<file path="src/rtl/spm_seq.sv">
// Self-sequencing serial-parallel multiplier: accepts x/y over a handshake, streams the
// product LSB first through an XW-cell carry-save array and returns it in parallel.
module spm_seq #(
  parameter int unsigned XW = 32,
  parameter int unsigned YW = 32,
  localparam int unsigned PW = XW + YW
) (
  input  logic          clk,
  input  logic          rst,
  input  logic          in_valid,
  output logic          in_ready,
  input  logic [XW-1:0] x,
  input  logic [YW-1:0] y,
  input  logic          signed_mode,
  output logic          out_valid,
  input  logic          out_ready,
  output logic [PW-1:0] p,
  output logic          busy
);

  localparam int unsigned CW = $clog2(PW + 2);
  localparam logic [CW-1:0] Last = CW'(PW + 1);
  localparam logic [CW-1:0] YLim = CW'(YW);
  localparam logic [CW-1:0] One  = CW'(1);

  typedef enum logic [1:0] {StIdle, StRun, StDone} state_e;

  state_e        state_q, state_d;
  logic [CW-1:0] cnt_q, cnt_d;
  logic [XW-1:0] xm_q, xm_d;
  logic [YW-1:0] yr_q, yr_d;
  logic          yneg_q, yneg_d;
  logic          neg_q, neg_d;
  logic          ycs_q, ycs_d;
  logic          ocs_q, ocs_d;
  logic          ob_q, ob_d;
  logic [XW-1:0] s_q, s_d;
  logic [XW-1:0] c_q, c_d;
  logic [PW-1:0] acc_q, acc_d;
  logic [PW-1:0] p_q, p_d;

  logic          y_active;
  logic          yin;
  logic [XW:0]   s_ext;
  logic [XW-1:0] arr_s, arr_c;

  // Multiplier stream: |y| LSB first, then zeros (complementer gated off after YW bits).
  always_comb begin
    y_active = (cnt_q < YLim);
    yin      = y_active ? (yr_q[0] ^ (yneg_q & ycs_q)) : 1'b0;
  end

  // Carry-save cells: sums move one cell toward the LSB per clock, carries stay in place.
  always_comb begin
    s_ext = {1'b0, s_q};
    arr_s = '0;
    arr_c = '0;
    for (int i = 0; i < int'(XW); i++) begin
      arr_s[i] = (xm_q[i] & yin) ^ s_ext[i+1] ^ c_q[i];
      arr_c[i] = ((xm_q[i] & yin) & s_ext[i+1]) | ((xm_q[i] & yin) & c_q[i]) |
                 (s_ext[i+1] & c_q[i]);
    end
  end

  always_comb begin
    state_d = state_q;
    cnt_d   = cnt_q;
    xm_d    = xm_q;
    yr_d    = yr_q;
    yneg_d  = yneg_q;
    neg_d   = neg_q;
    ycs_d   = ycs_q;
    ocs_d   = ocs_q;
    ob_d    = ob_q;
    s_d     = s_q;
    c_d     = c_q;
    acc_d   = acc_q;
    p_d     = p_q;
    unique case (state_q)
      StIdle: begin
        if (in_valid) begin
          state_d = StRun;
          cnt_d   = '0;
          xm_d    = (signed_mode & x[XW-1]) ? (~x + 1'b1) : x;
          yr_d    = y;
          yneg_d  = signed_mode & y[YW-1];
          neg_d   = signed_mode & (x[XW-1] ^ y[YW-1]);
          ycs_d   = 1'b0;
          ocs_d   = 1'b0;
          ob_d    = 1'b0;
          s_d     = '0;
          c_d     = '0;
          acc_d   = '0;
        end
      end
      StRun: begin
        cnt_d = cnt_q + One;
        yr_d  = yr_q >> 1;
        if (y_active) ycs_d = ycs_q | yr_q[0];
        s_d = arr_s;
        c_d = arr_c;
        // cnt 0 sees the bubble; product bit k leaves the array at cnt k+1
        if (cnt_q != '0) begin
          ob_d  = s_q[0] ^ (neg_q & ocs_q);
          ocs_d = ocs_q | s_q[0];
        end
        if (cnt_q > One) acc_d = {ob_q, acc_q[PW-1:1]};
        if (cnt_q == Last) begin
          p_d     = {ob_q, acc_q[PW-1:1]};
          state_d = StDone;
        end
      end
      StDone: begin
        if (out_ready) state_d = StIdle;
      end
      default: state_d = StIdle;
    endcase
  end

  always_ff @(posedge clk or posedge rst) begin
    if (rst) begin
      state_q <= StIdle;
      cnt_q   <= '0;
      xm_q    <= '0;
      yr_q    <= '0;
      yneg_q  <= 1'b0;
      neg_q   <= 1'b0;
      ycs_q   <= 1'b0;
      ocs_q   <= 1'b0;
      ob_q    <= 1'b0;
      s_q     <= '0;
      c_q     <= '0;
      acc_q   <= '0;
      p_q     <= '0;
    end else begin
      state_q <= state_d;
      cnt_q   <= cnt_d;
      xm_q    <= xm_d;
      yr_q    <= yr_d;
      yneg_q  <= yneg_d;
      neg_q   <= neg_d;
      ycs_q   <= ycs_d;
      ocs_q   <= ocs_d;
      ob_q    <= ob_d;
      s_q     <= s_d;
      c_q     <= c_d;
      acc_q   <= acc_d;
      p_q     <= p_d;
    end
  end

  always_comb begin
    in_ready  = (state_q == StIdle);
    out_valid = (state_q == StDone);
    busy      = (state_q != StIdle);
    p         = p_q;
  end

endmodule

</file>
<file path="config.mk">
export PLATFORM = sky130hd
export DESIGN_NAME = spm_seq
export DESIGN_NICKNAME = d
export VERILOG_FILES = /design/src/rtl/spm_seq.sv
export SDC_FILE = /design/constraint.sdc
export NUM_CORES = 1
export LEC_CHECK = 0
export ABC_CLOCK_PERIOD_IN_PS = 10360
export BUFFER_PORTS_ARGS = -buffer_cell sky130_fd_sc_hd__buf_4
export CORE_MARGIN = 5
export CORE_UTILIZATION = 25
export CTS_CLUSTER_SIZE = 12
export DETAILED_ROUTE_END_ITERATION = 10
export HOLD_SLACK_MARGIN = 0.08
export PLACE_DENSITY = 0.45
export SYNTH_ARGS = -nofsm -noshare
export SYNTH_HDL_FRONTEND = slang
export SYNTH_SLANG_ARGS = --single-unit
</file>
<file path="constraint.sdc">
create_clock -name clk -period 10.36 [get_ports clk]
set_clock_uncertainty 0.05 [all_clocks]
set_input_delay 1.036 -clock clk [delete_from_list [all_inputs] [get_ports clk]]
set_output_delay 1.036 -clock clk [all_outputs]
set_load 0.03 [all_outputs]
</file>
Word-level counts from Yosys, hierarchy flattened
Cells that the tools add are included.
- reduce and logical (&&, ||, !) cells: 11
- add/subtract/negate cells: 2
- mux-type cells: 23
- bitwise logic cells: 262
- order comparisons: 2
- equality and inequality tests: 9
- operators by type and width (operator ; number):
    $pmux 32 s2 ; 3
    $and 1x1->1 ; 131
    $mux 64 ; 2
    $pmux 64 s2 ; 1
    $mux 32 ; 3
    $xor 1x1->1 ; 66
    $or 1x1->1 ; 64
    $add 32x1->32 const B ; 1
    $not 32->32 ; 1
    $pmux 7 s2 ; 1
    $reduce_and 3->1 ; 4
    $ne 2x2->1 const B ; 5
    $add 7x1->7 const B ; 1
    $eq 7x7->1 const B ; 1
    $gt 7x1->1 const B ; 1
    $lt 7x6->1 const B ; 1
    $mux 7 ; 1
    $reduce_bool 7->1 ; 1
    $mux 2 ; 3
    $pmux 1 s2 ; 3
    $pmux 2 s3 ; 1
    $reduce_and 2->1 ; 3
    $mux 1 ; 5
    $reduce_bool 2->1 ; 2
    4 further kinds ; 4
- word-level logic and storage cells: 322
- output and inout bits: 67
- bits in registers: 270
- bits of input ports: 69

Longest topological paths before layout
Gate-level depths: netlist of the first run.
- depth in word-level cells: 8
- depth in mapped cells: 8
- mapped depth without buffers: 7

Worst setup path before layout of the first run
No wires, ideal clock.
- kind: in2reg
- start point: in x[10]
- end point: reg xm_q[31]
- stages: 5
- slack: 7.255 ns
- library setup time: 0.099 ns
- path buffers: 1
- data arrival time: 2.956 ns
- path through: or4_4 > or4_1 > buf_2 > or4b_1 > a311oi_1
- cells in the longest elaborated chain, start to end: 3
- ends and longest elaborated chain (element ; RTL line ; text):
    start, declared ; 12 ; input logic [XW-1:0] x,
    $not 32->32 ; 84 ; xm_d = (signed_mode & x[XW-1]) ? (~x + 1'b1) : x;
    $add 32x1->32 ; 84 ;
    $mux 32 ; 84 ;
    end signal, assigned ; 138 ; xm_q <= xm_d;
    end, declared ; 30 ; logic [XW-1:0] xm_q, xm_d;
No other way between the ends.
A chain may end at the register's enable or synchronous reset.

Worst setup path after layout of the first run
- start point: reg state_q[1]
- end point: out busy
- cells in the longest elaborated chain, start to end: 1
- ends and longest elaborated chain (element ; RTL line ; text):
    start, declared ; 28 ; state_e state_q, state_d;
    start signal, assigned ; 122 ; state_q <= StIdle;
    start signal, assigned ; 136 ; state_q <= state_d;
    $reduce_bool 2->1 ; 155 ; busy = (state_q != StIdle);
    end, declared ; 18 ; output logic busy
No other way between the ends.

==> impl_results.html, run 1 <==
<table>
<tr><th>Metric</th><th>Value</th></tr>
<tr><th colspan="2">Route</th></tr>
<tr><td>Number of DRC violations after detailed-routing iteration 0</td><td>461</td></tr>
<tr><td>Vias per Instance</td><td>4.57</td></tr>
<tr><td>DRC violation count after routing</td><td>0</td></tr>
<tr><td>Number of nets with antenna violations after detailed routing</td><td>0</td></tr>
<tr><td>DR pass1 iterations</td><td>4</td></tr>
<tr><td>Total routed wirelength</td><td>28500 um</td></tr>
<tr><td>Avg WL per Cell</td><td>15.6 um</td></tr>
<tr><td>Via count</td><td>8356</td></tr>
<tr><th colspan="2">Power and ir drop</th></tr>
<tr><td>Max VDD drop</td><td>0.115 mV</td></tr>
<tr><td>Power density over the cells</td><td>152 nW/um^2</td></tr>
<tr><td>Leakage power total</td><td>6.41 nW</td></tr>
<tr><td>Power, Total</td><td>2.24 mW</td></tr>
<tr><th colspan="2">Placement</th></tr>
<tr><td>Port Buf Inserts</td><td>135</td></tr>
<tr><td>Final estimated routing congestion in global placement</td><td>0.767</td></tr>
<tr><td>Final HPWL from detailed placement</td><td>17300 um</td></tr>
<tr><th colspan="2">Clock network</th></tr>
<tr><td>Post-CTS Hold Fix Bufs</td><td>0</td></tr>
<tr><td>Number of buffers created by CTS</td><td>31</td></tr>
<tr><td>Clock tree from TritonCTS</td><td>built</td></tr>
<tr><td>Buffer depth of the longest clock path</td><td>3</td></tr>
<tr><td>CTS sink cnt</td><td>269</td></tr>
<tr><td>Clock transition at the register clock pins on the worst setup and hold paths after CTS</td><td>0.06 ns</td></tr>
<tr><td>Number of cells upsized or downsized after cts</td><td>0</td></tr>
<tr><td>Worst-Skew Late Latency</td><td>0.58 ns</td></tr>
<tr><td>Buffers inserted during post-CTS setup optimization</td><td>0</td></tr>
<tr><td>CTS H-tree lvls</td><td>1</td></tr>
<tr><td>Clock root buffer master</td><td>sky130_fd_sc_hd__clkbuf_16</td></tr>
<tr><th colspan="2">Logic synthesis</th></tr>
<tr><td>Synth area leaders</td><td>sky130_fd_sc_hd__dfrtp_1 (56%), sky130_fd_sc_hd__mux2_2 (6.1%), sky130_fd_sc_hd__o21ai_0 (5.5%)</td></tr>
<tr><td>Proportion of synthesized chip area in sequential cells</td><td>0.559</td></tr>
<tr><td>Synth area leader</td><td>sky130_fd_sc_hd__dfrtp_1</td></tr>
<tr><td>Mapped Avg Cell Area</td><td>11.1 sq um</td></tr>
<tr><td>Mapped cell area</td><td>12100 sq um</td></tr>
<tr><td>Share of the synthesized area in the top cell type</td><td>0.559</td></tr>
<tr><td>Count of different cell masters after synthesis</td><td>42</td></tr>
<tr><td>Warnings from Yosys</td><td>0</td></tr>
<tr><td>Number of nets produced by synthesis</td><td>1193</td></tr>
<tr><td>Post-synthesis sequential element count</td><td>269</td></tr>
<tr><td>Instance count of the mapped netlist</td><td>1088</td></tr>
<tr><th colspan="2">Global routing</th></tr>
<tr><td>GRT met3 Usage</td><td>0.0219</td></tr>
<tr><td>Most heavily used metal layer in global routing</td><td>met2</td></tr>
<tr><td>Initial antenna violation count</td><td>0</td></tr>
<tr><td>Wire length of the first global-routing pass</td><td>47700 um</td></tr>
<tr><td>Largest net degree at the start of global routing</td><td>131</td></tr>
<tr><td>Met1 capacity usage during global routing</td><td>0.150</td></tr>
<tr><td>GR met2 Demand/Resource</td><td>0.172</td></tr>
<tr><td>Combined global-route utilization of all metal layers</td><td>0.108</td></tr>
<tr><td>GRT overflow</td><td>0</td></tr>
<tr><td>Via count of the first global-routing pass</td><td>8626</td></tr>
<tr><th colspan="2">Floorplanning</th></tr>
<tr><td>Placeable core area</td><td>47700 sq um</td></tr>
<tr><td># IOs</td><td>136</td></tr>
<tr><td>Floorplan die area</td><td>52700 sq um</td></tr>
<tr><td>Initial standard-cell utilization of the core</td><td>0.252</td></tr>
<tr><td>Number of standard-cell rows in the floorplan</td><td>80</td></tr>
<tr><td>Die outline height</td><td>230 um</td></tr>
<tr><td>Die span in x</td><td>230 um</td></tr>
<tr><th colspan="2">Timing</th></tr>
<tr><td>Final period demand of the worst path</td><td>3.01 ns</td></tr>
<tr><td>Measured slew at the worst slew-check pin</td><td>1.11 ns</td></tr>
<tr><td>Smallest hold slack</td><td>0.422 ns</td></tr>
<tr><td>Total negative setup slack</td><td>0 ns</td></tr>
<tr><td>Final hold violation count</td><td>0</td></tr>
<tr><td>Final count of pins violating max slew</td><td>0</td></tr>
<tr><td>Timing-limited maximum frequency</td><td>332 MHz</td></tr>
<tr><td>Final worst path period share</td><td>0.291</td></tr>
<tr><td>RSZ-0062 raised after global routing</td><td>false</td></tr>
<tr><td>Worst slew margin relative to its limit</td><td>0.259</td></tr>
<tr><td>Endpoints failing setup</td><td>0</td></tr>
<tr><th colspan="2">Critical path</th></tr>
<tr><td>Critical path class</td><td>reg -&gt; out</td></tr>
<tr><td>R2r setup slk</td><td>7.69 ns</td></tr>
<tr><td>Data required time at the worst endpoint</td><td>9.27 ns</td></tr>
<tr><td>Crit path capture type</td><td>output pin</td></tr>
<tr><td>Startpoint types</td><td>flop</td></tr>
<tr><td>Worst-path fanout max</td><td>38</td></tr>
<tr><td>Arrival time of data at the critical path endpoint</td><td>1.93 ns</td></tr>
<tr><th colspan="2">Finish</th></tr>
<tr><td>Commonest cells after routing, fill and taps aside</td><td>sky130_fd_sc_hd__dfrtp_1 (269), sky130_fd_sc_hd__buf_4 (146), sky130_fd_sc_hd__o21ai_0 (133), sky130_fd_sc_hd__nand2_1 (82), sky130_fd_sc_hd__inv_1 (70)</td></tr>
<tr><td>Most common cell after layout, fill and taps aside</td><td>sky130_fd_sc_hd__dfrtp_1</td></tr>
<tr><td>Area growth syn-to-layout</td><td>22.2%</td></tr>
<tr><td>Number of nets in the layout</td><td>1296</td></tr>
<tr><td>Ant. Diodes</td><td>0</td></tr>
<tr><td>Layout filler cell count</td><td>4865</td></tr>
<tr><td>Share of cells above drive strength 1</td><td>0.227</td></tr>
<tr><th colspan="2">Outcome</th></tr>
<tr><td>Status</td><td>finished, final reports clean</td></tr>
<tr><th colspan="2">Run</th></tr>
<tr><td>Number of maximum-capacitance violations</td><td>0</td></tr>
<tr><th colspan="2">Hold path</th></tr>
<tr><td>Worst Hold Class</td><td>reg -&gt; reg</td></tr>
</table>
## synth_stat cells
cell type	number
sky130_fd_sc_hd__a21o_1	1
sky130_fd_sc_hd__a21oi_1	39
sky130_fd_sc_hd__a22o_1	65
sky130_fd_sc_hd__a22oi_1	31
sky130_fd_sc_hd__a311oi_1	1
sky130_fd_sc_hd__a31o_2	1
sky130_fd_sc_hd__a31oi_1	7
sky130_fd_sc_hd__a41oi_1	2
sky130_fd_sc_hd__and2_1	3
sky130_fd_sc_hd__and4b_1	1
sky130_fd_sc_hd__buf_1	7
sky130_fd_sc_hd__buf_2	1
sky130_fd_sc_hd__clkbuf_1	68
sky130_fd_sc_hd__dfrtp_1	269
sky130_fd_sc_hd__fa_1	31
sky130_fd_sc_hd__ha_1	5
sky130_fd_sc_hd__inv_1	71
sky130_fd_sc_hd__mux2_2	65
sky130_fd_sc_hd__nand2_1	83
sky130_fd_sc_hd__nand2b_1	2
sky130_fd_sc_hd__nand3_1	68
sky130_fd_sc_hd__nand3b_1	1
sky130_fd_sc_hd__nand4_1	1
sky130_fd_sc_hd__nor2_1	18
sky130_fd_sc_hd__nor2b_1	34
sky130_fd_sc_hd__nor3_1	9
sky130_fd_sc_hd__nor4_1	4
sky130_fd_sc_hd__o211ai_1	2
sky130_fd_sc_hd__o21ai_0	133
sky130_fd_sc_hd__o21bai_1	2
sky130_fd_sc_hd__o22ai_1	1
sky130_fd_sc_hd__o31ai_1	13
sky130_fd_sc_hd__o41a_1	1
sky130_fd_sc_hd__or2_2	3
sky130_fd_sc_hd__or3_1	5
sky130_fd_sc_hd__or3b_2	1
sky130_fd_sc_hd__or4_1	4
sky130_fd_sc_hd__or4_2	1
sky130_fd_sc_hd__or4_4	1
sky130_fd_sc_hd__or4b_1	1
sky130_fd_sc_hd__xnor2_1	16
sky130_fd_sc_hd__xor2_1	16
## cell type report
cell class,instances,area (sq um),share of cell area
Tap cell,615,769,0.0523
Clock buffer,47,936,0.0636
Multi-Input combinational cell,672,4820,0.327
Inverter,71,274,0.0186
Timing Repair Buffer,146,1100,0.0744
Sequential cell,269,6730,0.457
Clock inverter,9,101,0.00688
## where the power goes
part / internal (mW) / leakage, nW / switching (mW)
combinational: 0.0295 / 2.32 / 0.0488
sequential: 1.05 / 3.57 / 0
clock: 0.667 / 0.513 / 0.443
## cell families (layout without fill, tap and decap cells)
family	count (synthesis)	after routing	share of synthesized area
compound gates	299	299	0.157
xor+xnor	32	32	0.0233
fa+ha+maj	36	36	0.0567
buf+inv	147	273	0.0459
flops	269	269	0.559
mux	65	65	0.0607
simple gates	240	240	0.0976
## worst paths after layout
kind / startpoint / endpoint / depth (start not counted)
worst min-delay path: neg_q / neg_q / 2
min in group asynchronous: rst / s_q[24] / 2
max in group asynchronous: rst / acc_q[51] / 3
worst max register to register: state_q[1] / xm_q[31] / 6
worst max-delay path: state_q[1] / busy / 4
worst min register to register: neg_q / neg_q / 2
## through the flow
stage               utilization  area [sq um]  setup slack (ns)  cells
CTS                       0.308         14700              7.29   1829
finish                    0.308         14700              7.35   1829
global route              0.308         14700              7.19   1829
floorplan                     -         12100              1.86   1088
detailed placement        0.287         13700              6.98   1773
global placement          0.287         13700              6.97   1773
## registers in the layout, summed over array words and instances, names as in the netlist, 2 cells and up
name,flops
cnt_q,7
xm_q,32
yr_q,32
state_q,2
s_q,32
acc_q,63
p,64
c_q,32
## critical path, stage by stage (launching register included)
cell and delay [ns]:
sky130_fd_sc_hd__dfrtp_1 0.36, sky130_fd_sc_hd__buf_4 0.27, sky130_fd_sc_hd__nor2_1 0.43, sky130_fd_sc_hd__inv_1 0.08
sky130_fd_sc_hd__buf_4 0.18
## routing by layer
layer	vias to the layer above	wire length (um)
li1	4016	-
met1	4150	13400
met2	150	13100
met3	40	1440
met4	0	537
met5	-	0
Power figures use the tool's default switching activity.
==> inputs of run 2 (changes only) <==
--- a/config.mk
+++ b/config.mk
@@ -5,14 +5,14 @@
 export SDC_FILE = /design/constraint.sdc
 export NUM_CORES = 1
 export LEC_CHECK = 0
-export ABC_CLOCK_PERIOD_IN_PS = 10360
+export ABC_CLOCK_PERIOD_IN_PS = 2400
 export BUFFER_PORTS_ARGS = -buffer_cell sky130_fd_sc_hd__buf_4
 export CORE_MARGIN = 5
 export CORE_UTILIZATION = 25
 export CTS_CLUSTER_SIZE = 12
 export DETAILED_ROUTE_END_ITERATION = 10
 export HOLD_SLACK_MARGIN = 0.08
-export PLACE_DENSITY = 0.45
+export PLACE_DENSITY = 0.46
 export SYNTH_ARGS = -nofsm -noshare
 export SYNTH_HDL_FRONTEND = slang
 export SYNTH_SLANG_ARGS = --single-unit
==> constraint.sdc (replaced) <==
create_clock -name clk -period 2.4 [get_ports clk]
set_clock_uncertainty 0.05 [all_clocks]
set_input_delay 0.24 -clock clk [delete_from_list [all_inputs] [get_ports clk]]
set_output_delay 0.24 -clock clk [all_outputs]
set_load 0.03 [all_outputs]
==> run 2 against run 1 <==
  * Clock power rose to 4.4 times the previous value
  * Register-to-register slack lost 7.5 ns
  * Critical path depth increased by 2
  * Global-route usage rose by 0.36 points
  * Via count up 4.9%
  * Largest power group unchanged
  * Highest routed layer unchanged
==> impl_results.html, run 2 (synthesis results as in run 1) <==
<table>
<tr><th>Metric</th><th>Value</th></tr>
<tr><th colspan="2">Outcome</th></tr>
<tr><td>Status</td><td>finished, final reports clean (unchanged)</td></tr>
<tr><th colspan="2">Placement</th></tr>
<tr><td>Port Buf Inserts</td><td>135 (unchanged)</td></tr>
<tr><td>Total cell area at the placement stage</td><td>14000 sq um (was 13700 sq um)</td></tr>
<tr><td>Final estimated routing congestion in global placement</td><td>0.762 (was 0.767)</td></tr>
<tr><td>Setup Slack @ Placement</td><td>-0.100 ns (was 6.98 ns)</td></tr>
<tr><td>Placed Cells</td><td>1801 (was 1773)</td></tr>
<tr><td>Final HPWL from detailed placement</td><td>18400 um (was 17300 um)</td></tr>
<tr><th colspan="2">Finish</th></tr>
<tr><td>Commonest cells after routing, fill and taps aside</td><td>sky130_fd_sc_hd__dfrtp_1 (269), sky130_fd_sc_hd__buf_4 (164), sky130_fd_sc_hd__o21ai_0 (133), sky130_fd_sc_hd__nand2_1 (82), sky130_fd_sc_hd__dlygate4sd3_1 (73) (was sky130_fd_sc_hd__dfrtp_1 (269), sky130_fd_sc_hd__buf_4 (146), sky130_fd_sc_hd__o21ai_0 (133), sky130_fd_sc_hd__nand2_1 (82), sky130_fd_sc_hd__inv_1 (70))</td></tr>
<tr><td>Area growth syn-to-layout</td><td>31.7% (was 22.2%)</td></tr>
<tr><td>Max reg flops</td><td>64 (unchanged)</td></tr>
<tr><td>Layout filler cell count</td><td>4813 (was 4865)</td></tr>
<tr><td>Post-route design area</td><td>15900 sq um (was 14700 sq um)</td></tr>
<tr><td>Most common cell after layout, fill and taps aside</td><td>sky130_fd_sc_hd__dfrtp_1 (unchanged)</td></tr>
<tr><td>Sequential cell area in the final layout</td><td>6730 sq um (unchanged)</td></tr>
<tr><td>Ant. Diodes</td><td>0 (unchanged)</td></tr>
<tr><td>Core Util, Final</td><td>0.332 (was 0.308)</td></tr>
<tr><td>Final cell count without fillers</td><td>1931 (was 1829)</td></tr>
<tr><td>Number of nets in the layout</td><td>1399 (was 1296)</td></tr>
<tr><td>Multi-input logic area</td><td>4840 sq um (was 4820 sq um)</td></tr>
<tr><td>Share of cells above drive strength 1</td><td>0.236 (was 0.227)</td></tr>
<tr><th colspan="2">Floorplanning</th></tr>
<tr><td>Floorplan die area</td><td>52700 sq um (unchanged)</td></tr>
<tr><td>Number of standard-cell rows in the floorplan</td><td>80 (unchanged)</td></tr>
<tr><td>Die span in x</td><td>230 um (unchanged)</td></tr>
<tr><td>Placeable core area</td><td>47700 sq um (unchanged)</td></tr>
<tr><td>Initial standard-cell utilization of the core</td><td>0.252 (unchanged)</td></tr>
<tr><td>Die outline height</td><td>230 um (unchanged)</td></tr>
<tr><td># IOs</td><td>136 (unchanged)</td></tr>
<tr><th colspan="2">Power and ir drop</th></tr>
<tr><td>Switching portion of total power</td><td>0.220 (about the same)</td></tr>
<tr><td>Max VDD drop</td><td>0.483 mV (was 0.115 mV)</td></tr>
<tr><td>Internal Pwr Total</td><td>7.68 mW (was 1.75 mW)</td></tr>
<tr><td>Power density over the cells</td><td>620 nW/um^2 (was 152 nW/um^2)</td></tr>
<tr><td>Sequential cell fraction of total power</td><td>0.461 (was 0.469)</td></tr>
<tr><td>Leakage power total</td><td>6.92 nW (was 6.41 nW)</td></tr>
<tr><td>Power, Total</td><td>9.84 mW (was 2.24 mW)</td></tr>
<tr><td>Combinational fraction of design power</td><td>0.048 (was 0.035)</td></tr>
<tr><td>Clock power share</td><td>0.491 (was 0.496)</td></tr>
<tr><td>Net switching power</td><td>2.16 mW (was 0.492 mW)</td></tr>
<tr><th colspan="2">Global routing</th></tr>
<tr><td>Initial antenna violation count</td><td>0 (unchanged)</td></tr>
<tr><td>Combined global-route utilization of all metal layers</td><td>0.111 (was 0.108)</td></tr>
<tr><td>Largest net degree at the start of global routing</td><td>132 (was 131)</td></tr>
<tr><td>GRT overflow</td><td>0 (unchanged)</td></tr>
<tr><td>Via count of the first global-routing pass</td><td>9198 (was 8626)</td></tr>
<tr><td>Wire length of the first global-routing pass</td><td>49600 um (was 47700 um)</td></tr>
<tr><th colspan="2">Clock network</th></tr>
<tr><td>Worst-Skew Late Latency</td><td>0.58 ns (about the same)</td></tr>
<tr><td>Clock tree from TritonCTS</td><td>built (unchanged)</td></tr>
<tr><td>Buffer depth of the longest clock path</td><td>3 (unchanged)</td></tr>
<tr><td>Number of buffers created by CTS</td><td>31 (unchanged)</td></tr>
<tr><td>CTS sink cnt</td><td>269 (unchanged)</td></tr>
<tr><td>Clock root buffer master</td><td>sky130_fd_sc_hd__clkbuf_16 (unchanged)</td></tr>
<tr><td>Clock transition at the register clock pins on the worst setup and hold paths after CTS</td><td>0.06 ns (about the same)</td></tr>
<tr><td>CTS H-tree lvls</td><td>1 (unchanged)</td></tr>
<tr><th colspan="2">Route</th></tr>
<tr><td>Via count</td><td>8766 (was 8356)</td></tr>
<tr><td>Vias per Instance</td><td>4.54 (was 4.57)</td></tr>
<tr><td>Total routed wirelength</td><td>29800 um (was 28500 um)</td></tr>
<tr><td>Avg WL per Cell</td><td>15.4 um (was 15.6 um)</td></tr>
<tr><td>Number of DRC violations after detailed-routing iteration 0</td><td>392 (was 461)</td></tr>
<tr><td>Number of nets with antenna violations after detailed routing</td><td>0 (unchanged)</td></tr>
<tr><td>DRC violation count after routing</td><td>0 (unchanged)</td></tr>
<tr><td>DR pass1 iterations</td><td>4 (unchanged)</td></tr>
<tr><th colspan="2">Critical path</th></tr>
<tr><td>Delay of the slowest cell on the worst path</td><td>0.57 ns (was 0.43 ns)</td></tr>
<tr><td>Worst-path fanout max</td><td>3 (was 38)</td></tr>
<tr><td>Largest delay contributor family on the critical path</td><td>simple AND/OR/NAND/NOR gates (was buffers and inverters)</td></tr>
<tr><td>Crit path capture type</td><td>flop (was output pin)</td></tr>
<tr><td>Standard cell with the maximum stage delay on the critical path</td><td>sky130_fd_sc_hd__dlygate4sd3_1 (was sky130_fd_sc_hd__nor2_1)</td></tr>
<tr><td>Start point of the critical path</td><td>x[10] (was state_q[1])</td></tr>
<tr><td>Sequence of cells on the critical path</td><td>buf_4 &gt; or4_4 &gt; or4_4 &gt; or4b_1 &gt; a311oi_2 &gt; dlygate4sd3_1 (was buf_4 &gt; nor2_1 &gt; inv_1 &gt; buf_4)</td></tr>
<tr><td>R2r startpoint</td><td>state_q[0] (was state_q[1])</td></tr>
<tr><td>Buffers plus inverters on the worst setup path</td><td>2 (was 3)</td></tr>
<tr><td>Data required time at the worst endpoint</td><td>2.85 ns (was 9.27 ns)</td></tr>
<tr><td>Critical path class</td><td>in -&gt; reg (was reg -&gt; out)</td></tr>
<tr><td>Startpoint types</td><td>input port (was flop)</td></tr>
<tr><td>Arrival time of data at the critical path endpoint</td><td>2.82 ns (was 1.93 ns)</td></tr>
<tr><td>Most numerous cell on the critical path</td><td>sky130_fd_sc_hd__or4_4 (was sky130_fd_sc_hd__buf_4)</td></tr>
<tr><th colspan="2">Timing</th></tr>
<tr><td>Final worst path period share</td><td>0.988</td></tr>
<tr><td>Measured slew at the worst slew-check pin</td><td>0.592 ns (was 1.11 ns)</td></tr>
<tr><td>Smallest hold slack</td><td>0.142 ns (was 0.422 ns)</td></tr>
<tr><td>Slack of the critical path</td><td>0.0294 ns (was 7.35 ns)</td></tr>
<tr><td>Endpoints failing setup</td><td>0 (unchanged)</td></tr>
<tr><td>Timing-limited maximum frequency</td><td>422 MHz</td></tr>
<tr><td>Final count of pins violating max slew</td><td>0 (unchanged)</td></tr>
<tr><td>Final hold violation count</td><td>0 (unchanged)</td></tr>
<tr><td>Final period demand of the worst path</td><td>2.37 ns</td></tr>
<tr><td>Worst slew margin relative to its limit</td><td>0.605 (was 0.259)</td></tr>
<tr><td>RSZ-0062 raised after global routing</td><td>false (unchanged)</td></tr>
<tr><td>Total negative setup slack</td><td>0 ns (unchanged)</td></tr>
<tr><th colspan="2">Hold path</th></tr>
<tr><td>Worst Min Path Start</td><td>x[3] (was neg_q)</td></tr>
<tr><td>Worst Hold Class</td><td>in -&gt; reg (was reg -&gt; reg)</td></tr>
<tr><th colspan="2">Run</th></tr>
<tr><td>Number of maximum-capacitance violations</td><td>0 (unchanged)</td></tr>
</table>
## run 2: cell count changes in the layout (fill, tap and decap cells not counted), moves of 3 or more
cell / before / now
sky130_fd_sc_hd__clkbuf_8: 10 / 7
sky130_fd_sc_hd__buf_12: 0 / 10
sky130_fd_sc_hd__dlygate4sd3_1: 0 / 73
sky130_fd_sc_hd__buf_4: 146 / 164
## run 2: final cells by class
class	instances	share of cell area
Sequential cell	269	0.424
Clock buffer	44	0.0564
Multi-Input combinational cell	672	0.305
Clock inverter	11	0.00930
Timing Repair Buffer	249	0.140
Tap cell	615	0.0485
Inverter	71	0.0170
## run 2: repair_timing
item                                   4_1_cts  5_1_grt
setup endpoints to repair                    0        1
setup buffers                                0        1
endpoints found under the hold margin      336        0
resized for setup                            0        5
hold buffers                                73        0
## run 2: per-layer routing
layer,track usage,vias up,share of wire
met4,0.0239,0,0.018
met5,0,-,0
met1,0.152,4415,0.46
met2,0.186,108,0.49
li1,-,4205,-
met3,0.0199,38,0.033
## run 2: path summary, 6_finish.rpt
path / depth (start not counted) / slack, ns / to
min in group asynchronous: 4 / 0.30 / s_q[24]
max in group asynchronous: 5 / 1.49 / p[47]
max reg2reg: 5 / 0.17 / xm_q[31]
min: 4 / 0.14 / xm_q[4]
max: 6 / 0.03 / xm_q[31]
min reg2reg: 2 / 0.41 / neg_q
## run 2: worst min-delay path, cell delays in order
cell	delay, ns
sky130_fd_sc_hd__buf_4	0.10
sky130_fd_sc_hd__o21ai_0	0.11
sky130_fd_sc_hd__xor2_1	0.16
sky130_fd_sc_hd__o21ai_0	0.09
## run 2: power groups by stage
stage	Sequential, mW	Clock, mW	Combinational, mW
2_1_floorplan	4.62	0	0.166
3_3_place_gp	4.62	0	0.386
3_5_place_dp	4.62	0	0.387
4_1_cts	4.53	5.03	0.483
5_1_grt	4.53	5.20	0.530
6_report	4.54	4.83	0.474
==> inputs of run 3 (changes only) <==
==> constraint.sdc (replaced) <==
create_clock -name clk -period 2.4 [get_ports clk]
set_clock_uncertainty 0.05 [all_clocks]
set_input_delay 0.24 -clock clk [delete_from_list [all_inputs] [get_ports clk]]
set_output_delay 0.24 -clock clk [all_outputs]
set_load 0.01 [all_outputs]
==> run 3 against run 2 <==
  * First-iteration DRC count up 22%
  * Final cell count about the same
  * Design area down 0.40%
  * Critical path type unchanged
==> impl_results.html, run 3 (synthesis results as in run 1) <==
<table>
<tr><th>Metric</th><th>Value</th></tr>
<tr><th colspan="2">Floorplanning</th></tr>
<tr><td>Floorplan die area</td><td>52700 sq um (unchanged)</td></tr>
<tr><td>Number of standard-cell rows in the floorplan</td><td>80 (unchanged)</td></tr>
<tr><td># IOs</td><td>136 (unchanged)</td></tr>
<tr><td>Placeable core area</td><td>47700 sq um (unchanged)</td></tr>
<tr><td>Die outline height</td><td>230 um (unchanged)</td></tr>
<tr><td>Die span in x</td><td>230 um (unchanged)</td></tr>
<tr><td>Initial standard-cell utilization of the core</td><td>0.252 (unchanged)</td></tr>
<tr><th colspan="2">Finish</th></tr>
<tr><td>Max reg flops</td><td>64 (unchanged)</td></tr>
<tr><td>Layout filler cell count</td><td>4827 (was 4813)</td></tr>
<tr><td>Most common cell after layout, fill and taps aside</td><td>sky130_fd_sc_hd__dfrtp_1 (unchanged)</td></tr>
<tr><td>Final cell count without fillers</td><td>1932 (was 1931)</td></tr>
<tr><td>Share of cells above drive strength 1</td><td>0.232 (was 0.236)</td></tr>
<tr><td>Ant. Diodes</td><td>0 (unchanged)</td></tr>
<tr><td>Area growth syn-to-layout</td><td>31.1% (was 31.7%)</td></tr>
<tr><td>Sequential cell area in the final layout</td><td>6730 sq um (unchanged)</td></tr>
<tr><td>Number of nets in the layout</td><td>1398 (was 1399)</td></tr>
<tr><td>Commonest cells after routing, fill and taps aside</td><td>sky130_fd_sc_hd__dfrtp_1 (269), sky130_fd_sc_hd__buf_4 (165), sky130_fd_sc_hd__o21ai_0 (133), sky130_fd_sc_hd__nand2_1 (82), sky130_fd_sc_hd__dlygate4sd3_1 (73) (was sky130_fd_sc_hd__dfrtp_1 (269), sky130_fd_sc_hd__buf_4 (164), sky130_fd_sc_hd__o21ai_0 (133), sky130_fd_sc_hd__nand2_1 (82), sky130_fd_sc_hd__dlygate4sd3_1 (73))</td></tr>
<tr><td>Multi-input logic area</td><td>4830 sq um (was 4840 sq um)</td></tr>
<tr><th colspan="2">Placement</th></tr>
<tr><td>Final estimated routing congestion in global placement</td><td>0.772 (was 0.762)</td></tr>
<tr><td>Port Buf Inserts</td><td>135 (unchanged)</td></tr>
<tr><td>Final HPWL from detailed placement</td><td>18100 um (was 18400 um)</td></tr>
<tr><td>Placed Cells</td><td>1802 (was 1801)</td></tr>
<tr><th colspan="2">Timing</th></tr>
<tr><td>Timing-limited maximum frequency</td><td>426 MHz (was 422 MHz)</td></tr>
<tr><td>RSZ-0062 raised after global routing</td><td>false (unchanged)</td></tr>
<tr><td>Worst slew margin relative to its limit</td><td>0.611 (was 0.605)</td></tr>
<tr><td>Final period demand of the worst path</td><td>2.35 ns (was 2.37 ns)</td></tr>
<tr><td>Endpoints failing setup</td><td>0 (unchanged)</td></tr>
<tr><td>Measured slew at the worst slew-check pin</td><td>0.583 ns (was 0.592 ns)</td></tr>
<tr><td>Final hold violation count</td><td>0 (unchanged)</td></tr>
<tr><td>Final worst path period share</td><td>0.978 (was 0.988)</td></tr>
<tr><td>Final count of pins violating max slew</td><td>0 (unchanged)</td></tr>
<tr><th colspan="2">Clock network</th></tr>
<tr><td>Number of buffers created by CTS</td><td>31 (unchanged)</td></tr>
<tr><td>Clock transition at the register clock pins on the worst setup and hold paths after CTS</td><td>0.06 ns (about the same)</td></tr>
<tr><td>Clock root buffer master</td><td>sky130_fd_sc_hd__clkbuf_16 (unchanged)</td></tr>
<tr><td>Buffer depth of the longest clock path</td><td>3 (unchanged)</td></tr>
<tr><td>CTS H-tree lvls</td><td>1 (unchanged)</td></tr>
<tr><td>CTS sink cnt</td><td>269 (unchanged)</td></tr>
<tr><td>Worst-Skew Late Latency</td><td>0.57 ns (was 0.58 ns)</td></tr>
<tr><td>Clock tree from TritonCTS</td><td>built (unchanged)</td></tr>
<tr><th colspan="2">Route</th></tr>
<tr><td>DR pass1 iterations</td><td>4 (unchanged)</td></tr>
<tr><td>Routed length on met1</td><td>13200 um (was 13800 um)</td></tr>
<tr><td>Number of nets with antenna violations after detailed routing</td><td>0 (unchanged)</td></tr>
<tr><td>Met2 WL post-DR</td><td>13700 um (was 14500 um)</td></tr>
<tr><td>DRC violation count after routing</td><td>0 (unchanged)</td></tr>
<tr><td>Detailed route wirelength on metal3</td><td>1100 um (was 984 um)</td></tr>
<tr><td>Avg WL per Cell</td><td>14.8 um (was 15.4 um)</td></tr>
<tr><td>Via count</td><td>8719 (was 8766)</td></tr>
<tr><td>Vias per Instance</td><td>4.51 (was 4.54)</td></tr>
<tr><td>Total routed wirelength</td><td>28600 um (was 29800 um)</td></tr>
<tr><td>Number of DRC violations after detailed-routing iteration 0</td><td>478 (was 392)</td></tr>
<tr><td>Topmost layer with routed signal wires</td><td>met4 (unchanged)</td></tr>
<tr><th colspan="2">Critical path</th></tr>
<tr><td>Startpoint types</td><td>input port (unchanged)</td></tr>
<tr><td>R2r setup slk</td><td>0.20 ns (was 0.17 ns)</td></tr>
<tr><td>Critical path class</td><td>in -&gt; reg (unchanged)</td></tr>
<tr><td>Worst-case reg-to-reg path depth</td><td>7 (was 5)</td></tr>
<tr><td>Crit path capture type</td><td>flop (unchanged)</td></tr>
<tr><td>Worst-path fanout max</td><td>5 (was 3)</td></tr>
<tr><td>Capturing element of the worst setup path</td><td>xm_q[23] (was xm_q[31])</td></tr>
<tr><td>End of the worst register-to-register path</td><td>xm_q[31] (unchanged)</td></tr>
<tr><td>Arrival time of data at the critical path endpoint</td><td>2.71 ns (was 2.82 ns)</td></tr>
<tr><td>R2r startpoint</td><td>state_q[0] (unchanged)</td></tr>
<tr><td>Data required time at the worst endpoint</td><td>2.76 ns (was 2.85 ns)</td></tr>
<tr><td>Start point of the critical path</td><td>x[10] (unchanged)</td></tr>
<tr><th colspan="2">Power and ir drop</th></tr>
<tr><td>Power, Total</td><td>9.75 mW (was 9.84 mW)</td></tr>
<tr><td>Leakage power total</td><td>6.88 nW (was 6.92 nW)</td></tr>
<tr><td>Combinational fraction of design power</td><td>0.048 (about the same)</td></tr>
<tr><td>Sequential cell fraction of total power</td><td>0.465 (was 0.461)</td></tr>
<tr><td>Net switching power</td><td>2.12 mW (was 2.16 mW)</td></tr>
<tr><td>Switching portion of total power</td><td>0.218 (was 0.220)</td></tr>
<tr><td>Clock power share</td><td>0.487 (was 0.491)</td></tr>
<tr><td>Max VDD drop</td><td>0.491 mV (was 0.483 mV)</td></tr>
<tr><td>Power density over the cells</td><td>617 nW/um^2 (was 620 nW/um^2)</td></tr>
<tr><td>Internal Pwr Total</td><td>7.63 mW (was 7.68 mW)</td></tr>
<tr><th colspan="2">Hold path</th></tr>
<tr><td>Worst Hold Class</td><td>in -&gt; reg (unchanged)</td></tr>
<tr><th colspan="2">Global routing</th></tr>
<tr><td>Largest net degree at the start of global routing</td><td>131 (was 132)</td></tr>
<tr><td>Wire length of the first global-routing pass</td><td>49100 um (was 49600 um)</td></tr>
<tr><td>Combined global-route utilization of all metal layers</td><td>0.110 (was 0.111)</td></tr>
<tr><td>Initial antenna violation count</td><td>0 (unchanged)</td></tr>
<tr><td>GRT overflow</td><td>0 (unchanged)</td></tr>
<tr><td>Via count of the first global-routing pass</td><td>9089 (was 9198)</td></tr>
<tr><th colspan="2">Outcome</th></tr>
<tr><td>Status</td><td>finished, final reports clean (unchanged)</td></tr>
<tr><th colspan="2">Run</th></tr>
<tr><td>Number of maximum-capacitance violations</td><td>0 (unchanged)</td></tr>
</table>
[run 3: critical path: stages]
cell and delay, ns:
sky130_fd_sc_hd__buf_4 0.11, sky130_fd_sc_hd__or4_4 0.54, sky130_fd_sc_hd__or4_4 0.56, sky130_fd_sc_hd__buf_4 0.17, sky130_fd_sc_hd__o31ai_1 0.26, sky130_fd_sc_hd__xor2_1 0.17
sky130_fd_sc_hd__dlygate4sd3_1 0.57, sky130_fd_sc_hd__o21ai_0 0.08
[run 3: how the worst min path moves through the flow]
stage	from	to	cells after the start
floorplan	signed_mode	xm_q[31]	1
global placement	rst	s_q[23]	2
detailed placement	rst	s_q[23]	2
CTS	x[3]	xm_q[4]	4
global route	x[3]	xm_q[4]	4
finish	x[3]	xm_q[4]	4
[run 3: timing repair]
| action | in CTS | in global routing |
|---|---|---|
| setup buffers | 0 | 0 |
| endpoints found under the hold margin | 336 | 0 |
| hold buffers | 73 | 0 |
| resized for setup | 0 | 3 |
| endpoints found under the setup margin | 0 | 2 |
[run 3: area by class of cell]
class	count	area share
Sequential cell	269	0.426
Timing Repair Buffer	248	0.137
Clock buffer	49	0.0591
Inverter	71	0.0171
Clock inverter	8	0.00625
Multi-Input combinational cell	672	0.306
Tap cell	615	0.0487
[run 3: per-stage QoR]
| stage | TNS [ns] | setup slack [ns] | hold WS (ns) | area, sq um | util |
|---|---|---|---|---|---|
| after floorplan | -388.29 | -1.44 | 0.293 | 12100 | - |
| after global placement | -0.267 | -0.133 | 0.204 | 14000 | 0.294 |
| after detailed placement | -0.326 | -0.118 | 0.204 | 14000 | 0.294 |
| after CTS | 0 | 0.0218 | 0.0874 | 15800 | 0.331 |
| after global routing | 0 | 0.00190 | 0.154 | 15800 | 0.331 |
| final | 0 | 0.0520 | 0.129 | 15800 | 0.331 |
[run 3: power groups by stage]
stage,combinational (mW),sequential [mW],clock [mW]
after global routing,0.528,4.53,5.13
after detailed placement,0.384,4.62,0
after global placement,0.385,4.62,0
after CTS,0.482,4.54,4.95
after floorplan,0.166,4.62,0
final,0.469,4.54,4.75
[run 3: metal layers]
metal,vias up,global-route usage
met2,122,0.181
met4,0,0.0274
met1,4336,0.151
met5,-,0
li1,4219,-
met3,42,0.0177
